$ cat src/rtl/ticket_bcd_counter.sv
//------------------------------------------------------------------------------
// ticket_bcd_counter
//   Debounced inc/dec/clr push-buttons driving a saturating 3-digit BCD ticket
//   count with full/empty status and a reject pulse for refused steps.
//   Optional auto-repeat of inc/dec while held: define AUTO_REPEAT_EN.
// Revision: 1.0 - initial release
//------------------------------------------------------------------------------
`default_nettype none

module ticket_bcd_counter #(
  parameter int DEBOUNCE_CYCLES = 500000,
  parameter int CAPACITY        = 999,
  parameter int REPEAT_DELAY    = 25000000,
  parameter int REPEAT_PERIOD   = 5000000
) (
  input  logic       clk,
  input  logic       rst,
  input  logic       btn_inc,
  input  logic       btn_dec,
  input  logic       btn_clr,
  output logic [3:0] digit0,
  output logic [3:0] digit1,
  output logic [3:0] digit2,
  output logic       full,
  output logic       empty,
  output logic       reject
);

  localparam int c_tmr_w = $clog2(DEBOUNCE_CYCLES) + 1;
  localparam logic [c_tmr_w-1:0] c_tmr_zero = '0;
  localparam logic [c_tmr_w-1:0] c_tmr_one  = c_tmr_w'(1);
  localparam logic [c_tmr_w-1:0] c_tmr_last = c_tmr_w'(DEBOUNCE_CYCLES - 1);

  localparam logic [1:0] c_idle   = 2'd0;
  localparam logic [1:0] c_arm    = 2'd1;
  localparam logic [1:0] c_held   = 2'd2;
  localparam logic [1:0] c_disarm = 2'd3;

  localparam logic [11:0] c_cap_bcd = {4'(CAPACITY / 100),
                                       4'((CAPACITY / 10) % 10),
                                       4'(CAPACITY % 10)};

`ifdef AUTO_REPEAT_EN
  localparam int c_rep_max = (REPEAT_DELAY > REPEAT_PERIOD) ? REPEAT_DELAY : REPEAT_PERIOD;
  localparam int c_rep_w   = $clog2(c_rep_max) + 1;
  localparam logic [c_rep_w-1:0] c_rep_one      = c_rep_w'(1);
  localparam logic [c_rep_w-1:0] c_dly_last     = c_rep_w'(REPEAT_DELAY - 1);
  localparam logic [c_rep_w-1:0] c_per_last     = c_rep_w'(REPEAT_PERIOD - 1);
`endif

  if (CAPACITY < 1 || CAPACITY > 999) begin : g_bad_capacity
    $error("ticket_bcd_counter: CAPACITY must be within 1..999");
  end
  if (DEBOUNCE_CYCLES < 2) begin : g_bad_debounce
    $error("ticket_bcd_counter: DEBOUNCE_CYCLES must be at least 2");
  end
  if (REPEAT_DELAY < 1 || REPEAT_PERIOD < 1) begin : g_bad_repeat
    $error("ticket_bcd_counter: REPEAT_DELAY and REPEAT_PERIOD must be at least 1");
  end

  // Button index: 0 = increment, 1 = decrement, 2 = clear
  logic [2:0] w_raw;
  logic [2:0] w_step;

  assign w_raw = {btn_clr, btn_dec, btn_inc};

  for (genvar gi = 0; gi < 3; gi++) begin : g_btn
    logic [1:0]         r_sync;
    logic [1:0]         r_state;
    logic [c_tmr_w-1:0] r_timer;
    logic               r_press;
    logic               w_s;

    assign w_s = r_sync[1];

    always_ff @(posedge clk or posedge rst) begin
      if (rst) begin
        r_sync  <= 2'b00;
        r_state <= c_idle;
        r_timer <= c_tmr_zero;
        r_press <= 1'b0;
      end else begin
        r_sync  <= {r_sync[0], w_raw[gi]};
        r_press <= 1'b0;
        case (r_state)
          c_idle: begin
            if (w_s) begin
              r_state <= c_arm;
              r_timer <= c_tmr_one;
            end
          end
          c_arm: begin
            if (!w_s) begin
              r_state <= c_idle;
              r_timer <= c_tmr_zero;
            end else if (r_timer == c_tmr_last) begin
              r_state <= c_held;
              r_timer <= c_tmr_zero;
              r_press <= 1'b1;
            end else begin
              r_timer <= r_timer + c_tmr_one;
            end
          end
          c_held: begin
            if (!w_s) begin
              r_state <= c_disarm;
              r_timer <= c_tmr_one;
            end
          end
          c_disarm: begin
            if (w_s) begin
              r_state <= c_held;
              r_timer <= c_tmr_zero;
            end else if (r_timer == c_tmr_last) begin
              r_state <= c_idle;
              r_timer <= c_tmr_zero;
            end else begin
              r_timer <= r_timer + c_tmr_one;
            end
          end
          default: begin
            r_state <= c_idle;
            r_timer <= c_tmr_zero;
          end
        endcase
      end
    end

`ifdef AUTO_REPEAT_EN
    if (gi != 2) begin : g_rep
      // First repeat after the delay, then one per period while still held
      logic [c_rep_w-1:0] r_rep_cnt;
      logic               r_rep_run;
      logic               r_rep_pulse;

      always_ff @(posedge clk or posedge rst) begin
        if (rst) begin
          r_rep_cnt   <= '0;
          r_rep_run   <= 1'b0;
          r_rep_pulse <= 1'b0;
        end else begin
          r_rep_pulse <= 1'b0;
          if (r_state == c_held && w_s) begin
            if (r_rep_cnt == (r_rep_run ? c_per_last : c_dly_last)) begin
              r_rep_cnt   <= '0;
              r_rep_run   <= 1'b1;
              r_rep_pulse <= 1'b1;
            end else begin
              r_rep_cnt <= r_rep_cnt + c_rep_one;
            end
          end else begin
            r_rep_cnt <= '0;
            r_rep_run <= 1'b0;
          end
        end
      end

      assign w_step[gi] = r_press | r_rep_pulse;
    end else begin : g_norep
      assign w_step[gi] = r_press;
    end
`else
    assign w_step[gi] = r_press;
`endif
  end

  logic       w_inc;
  logic       w_dec;
  logic       w_clr;
  logic [3:0] r_d0;
  logic [3:0] r_d1;
  logic [3:0] r_d2;
  logic       r_full;
  logic       r_empty;
  logic       r_reject;
  logic [3:0] w_nxt_d0;
  logic [3:0] w_nxt_d1;
  logic [3:0] w_nxt_d2;
  logic       w_refuse;
  logic       w_at_cap;
  logic       w_at_zero;
  logic       w_nxt_full;
  logic       w_nxt_empty;

  assign w_inc     = w_step[0];
  assign w_dec     = w_step[1];
  assign w_clr     = w_step[2];
  assign w_at_cap  = ({r_d2, r_d1, r_d0} == c_cap_bcd);
  assign w_at_zero = ({r_d2, r_d1, r_d0} == 12'h000);

  // Ripple carry/borrow directly on BCD digits
  always_comb begin
    w_nxt_d0 = r_d0;
    w_nxt_d1 = r_d1;
    w_nxt_d2 = r_d2;
    w_refuse = 1'b0;
    if (w_clr) begin
      w_nxt_d0 = 4'd0;
      w_nxt_d1 = 4'd0;
      w_nxt_d2 = 4'd0;
    end else if (w_inc && w_dec) begin
      w_refuse = 1'b0;
    end else if (w_inc) begin
      if (w_at_cap) begin
        w_refuse = 1'b1;
      end else if (r_d0 != 4'd9) begin
        w_nxt_d0 = r_d0 + 4'd1;
      end else begin
        w_nxt_d0 = 4'd0;
        if (r_d1 != 4'd9) begin
          w_nxt_d1 = r_d1 + 4'd1;
        end else begin
          w_nxt_d1 = 4'd0;
          w_nxt_d2 = r_d2 + 4'd1;
        end
      end
    end else if (w_dec) begin
      if (w_at_zero) begin
        w_refuse = 1'b1;
      end else if (r_d0 != 4'd0) begin
        w_nxt_d0 = r_d0 - 4'd1;
      end else begin
        w_nxt_d0 = 4'd9;
        if (r_d1 != 4'd0) begin
          w_nxt_d1 = r_d1 - 4'd1;
        end else begin
          w_nxt_d1 = 4'd9;
          w_nxt_d2 = r_d2 - 4'd1;
        end
      end
    end
  end

  assign w_nxt_full  = ({w_nxt_d2, w_nxt_d1, w_nxt_d0} == c_cap_bcd);
  assign w_nxt_empty = ({w_nxt_d2, w_nxt_d1, w_nxt_d0} == 12'h000);

  always_ff @(posedge clk or posedge rst) begin
    if (rst) begin
      r_d0     <= 4'd0;
      r_d1     <= 4'd0;
      r_d2     <= 4'd0;
      r_full   <= 1'b0;
      r_empty  <= 1'b1;
      r_reject <= 1'b0;
    end else begin
      r_d0     <= w_nxt_d0;
      r_d1     <= w_nxt_d1;
      r_d2     <= w_nxt_d2;
      r_full   <= w_nxt_full;
      r_empty  <= w_nxt_empty;
      r_reject <= w_refuse;
    end
  end

  assign digit0 = r_d0;
  assign digit1 = r_d1;
  assign digit2 = r_d2;
  assign full   = r_full;
  assign empty  = r_empty;
  assign reject = r_reject;

endmodule

`default_nettype wire

$ cat config.mk
export PLATFORM = sky130hd
export DESIGN_NAME = ticket_bcd_counter
export DESIGN_NICKNAME = d
export VERILOG_FILES = /design/src/rtl/ticket_bcd_counter.sv
export SDC_FILE = /design/constraint.sdc
export NUM_CORES = 1
export LEC_CHECK = 0
export ABC_CLOCK_PERIOD_IN_PS = 2740
export CORE_ASPECT_RATIO = 1.75
export CORE_MARGIN = 5
export CORE_UTILIZATION = 56
export CTS_CLUSTER_SIZE = 12
export DETAILED_ROUTE_END_ITERATION = 10
export PLACE_DENSITY = 0.84
export SETUP_SLACK_MARGIN = 0.5
export SLEW_MARGIN = 20
export SYNTH_ARGS = -nofsm -noshare
export SYNTH_HDL_FRONTEND = slang
export SYNTH_SLANG_ARGS = --single-unit
$ cat constraint.sdc
create_clock -name clk -period 2.74 [get_ports clk]
set_clock_uncertainty 0.05 [all_clocks]
set_input_delay 0.274 -clock clk [delete_from_list [all_inputs] [get_ports clk]]
set_output_delay 0.274 -clock clk [all_outputs]
set_load 0.005 [all_outputs]
==> impl_results.md <==
* Worst setup path start: digit0[0]
* Crit path cell chain: inv_2 > ha_4 > or3b_4 > a21oi_2 > a211oi_2 > a211o_1 > or4b_4 > and4b_1
* Post-synth top area share at 0.4181
* Vias per std cell at 6.476
* Layout fillers at 747
* Remaining DRCs at 0
* Critical Path AT at 2740 ps
* Crit-path max FO at 5
* Clock buffer depth at 2
* CP Buf/Inv Count at 1
* Clock Root Buffer: clkbuf_16
* Clock power share at 0.385
* Worst Max-Slew Pin Slew at 829.7 ps
* Die area at 11640 sq um
* Die Height at 139.0 um
* Internal Pwr Total at 2266 uW
* P_sw at 839.2 uW
* CTS H-tree lvls at 3
* WL final at 13990 um
* Critical Path Start Type: flip-flop
* Clock period minus worst slack at 2509 ps
* Reg2Reg Setup Slack at 230 ps
* Seq pwr share at 0.469
* Final setup fails at 0
* Final worst-path cycle share at 0.9157
* Area growth syn-to-layout at 19.66%
* Slew headroom at 0.4449
* DRT Pass-1 Iters at 5
* Cts bufs inserted at 9
* Critical-path top delay cell: or4b_4
* Antenna cells at 0
* Worst hold slack at 255.4 ps
* Clock transition at path regs at 60 ps
* Fraction of registers with async set/reset at 1.000
* LEAKAGE at 0.002648 uW
* CTS tree: built
* Classification of the worst setup path: flip-flop to flip-flop
* DPL Wire Length at 9533 um
* Status: finished clean
* Synth Flop Type: dfrtp_1
* Worst Path Required at 2970 ps
* Final core utilization at 0.6774
* Skew-Pair Late Insertion Delay at 340 ps
* Max-cap check violation count at 0
* DR vias at 5019
* RSZ-0062 raised after global routing: true
* Initial antenna violation count at 0
* Core area at 9409 sq um
* Ranking of synthesized cells by area: dfrtp_1 42%, o21ai_0 6.3%, nand2_1 5.4%, ha_1 3.1%, o31ai_1 2.7%
* Crit path depth at 8
* Layout Nets at 666
* Syn Area/Cell at 8.818 sq um
* Sw Share at 0.2702
* Leading area contributor after synthesis: dfrtp_1
* Worst path max stage delay at 550 ps
* Count leader, synth: dfrtp_1
* Worst setup endpoint: empty
* Hold crit path type: input port to async pin
* Power Density at 487.3 nW/um^2
* Top Ports at 20
* Pin count of the biggest net entering global routing at 62
* Fin Setup TNS at 0 ps
* Commonest cells post-synth: 89 x dfrtp_1, 77 x nand2_1, 67 x o21ai_0, 37 x nor2_1, 24 x nand3_1
* Hold buffers post-CTS at 0
* Flip-flop and latch count after synthesis at 90
* Count of different cell masters after synthesis at 74
* Max VDD drop at 649.2 uV
* Post-synthesis sequential area ratio at 0.4231
* Hold Vio Cnt, Final at 0
* Top Family by Delay on Critical Path: simple AND/OR/NAND/NOR gates
* Achievable Freq at 0.3986 GHz
* Gpl congestion at 0.9857
* All-Layer GR Usage at 0.2352
* Critical path capture point type: flip-flop
* Syn_nets at 622
* FF-to-FF Start: digit0[0]
* Initial Util at 0.5661
* Clock tree sinks at 90
* Routed len/inst at 18.05 um
* GRT overflow at 0
* Synth warn at 0
* Layout cell share with drive strength beyond 1 at 0.1899
* DRT antenna net count at 0
* Number of buffers added on ports at 19
* R2r endpoint: empty
* FF-to-FF path depth at 8
* DRT iter0 DRCs at 323
* Mapped cell area at 5326 sq um
* Synth Instances at 604
* EDFF count, synth at 0
* Global-route wire length before repair at 22450 um
* Row cnt at 47
* Die X at 83.72 um
* Max-slew violations at 0
* Vias in the first global route at 4797
* Comb power frac at 0.146
-- power groups by stage --
stage                     registers [uW]  logic [uW]  clock network, uW
after global placement              1470         407                  0
final                               1460         455               1190
after detailed placement            1480         427                  0
after CTS                           1460         429               1220
after floorplan                     1460         315                  0
after global routing                1460         516               1280
-- layout make-up --
cell class	count	area (sq um)	share of cell area
multi-input cells	465	3060	0.4802
flip-flops and latches	90	2265	0.3553
repair buffers	63	538.0	0.08441
clock buffers	13	240.2	0.03769
well taps	122	152.6	0.02395
inverters	19	75.07	0.01178
clock inverters	3	42.54	0.006675
-- worst min-delay path by stage --
stage / start / to / slack, ps / cells after the start
floorplan: btn_inc / g_btn[0].r_sync[0] / 260 / 0
global placement: g_btn[1].r_sync[0] / g_btn[1].r_sync[1] / 290 / 0
detailed placement: g_btn[1].r_sync[0] / g_btn[1].r_sync[1] / 290 / 0
CTS: rst / reject / 260 / 2
global route: rst / reject / 290 / 2
finish: rst / reject / 260 / 2
-- cell usage in the layout, fill, tap and decap left out, types with 10 or more instances in the layout --
cell type        synthesis  routed
nor2_1                  37      35
and3_1                  13      13
a21oi_1                 11      10
nand2_1                 77      77
nand4_1                 19      19
nand3_1                 24      23
buf_4                    3      40
a31oi_1                 20      20
dfrtp_1                 89      80
clkdlybuf4s50_1          0      19
nor3_1                  14      13
o31ai_1                 19      17
inv_1                   19      13
o21ai_1                 15      23
o21ai_0                 67      58
-- logic make-up (layout without fill, tap and decap cells) --
family,after synthesis,after routing,synth area share
flip-flops,90,90,0.4231
XOR/XNOR,11,11,0.01809
AND/OR/NAND/NOR,256,256,0.2654
AO/OA/AOI/OAI,181,181,0.2149
buffers and inverters,49,98,0.03946
multiplexers,4,4,0.008456
adder cells (fa/ha/maj),13,13,0.03054
-- registers in the layout (all words and copies together), names as in the netlist, named ones only --
name and flops:
digit1 4, g_btn.r_timer 60, reject 1, g_btn.r_sync 6, digit0 4, g_btn.r_state 3, full 1, digit2 4
empty 1, g_btn.r_press 3
-- layer usage --
layer,GRT usage,part of all wire,up-vias
li1,-,-,2321
met1,0.2521,0.37,2477
met2,0.4331,0.55,172
met3,0.03746,0.040,49
met4,0.1263,0.045,0
met5,0,0,-
-- timing repair --
item / 4_1_cts / 5_1_grt
pin swaps: 4 / 9
buffers inserted: 11 / 12
cloned: 0 / 2
endpoints found under the setup margin: 10 / 30
resized for setup: 26 / 36
-- per-stage QoR --
stage / power [uW] / cell area [sq um] / cells / setup WS, ps
finish: 3106 / 6374 / 775 / 231.1
global route: 3260 / 6374 / 775 / 100.6
CTS: 3107 / 6168 / 761 / 266.5
detailed placement: 1908 / 5712 / 734 / 104.5
global placement: 1881 / 5712 / 734 / 175.0
floorplan: 1777 / 5348 / 604 / 404.1
No activity file was read; power rests on OpenSTA's default activity.
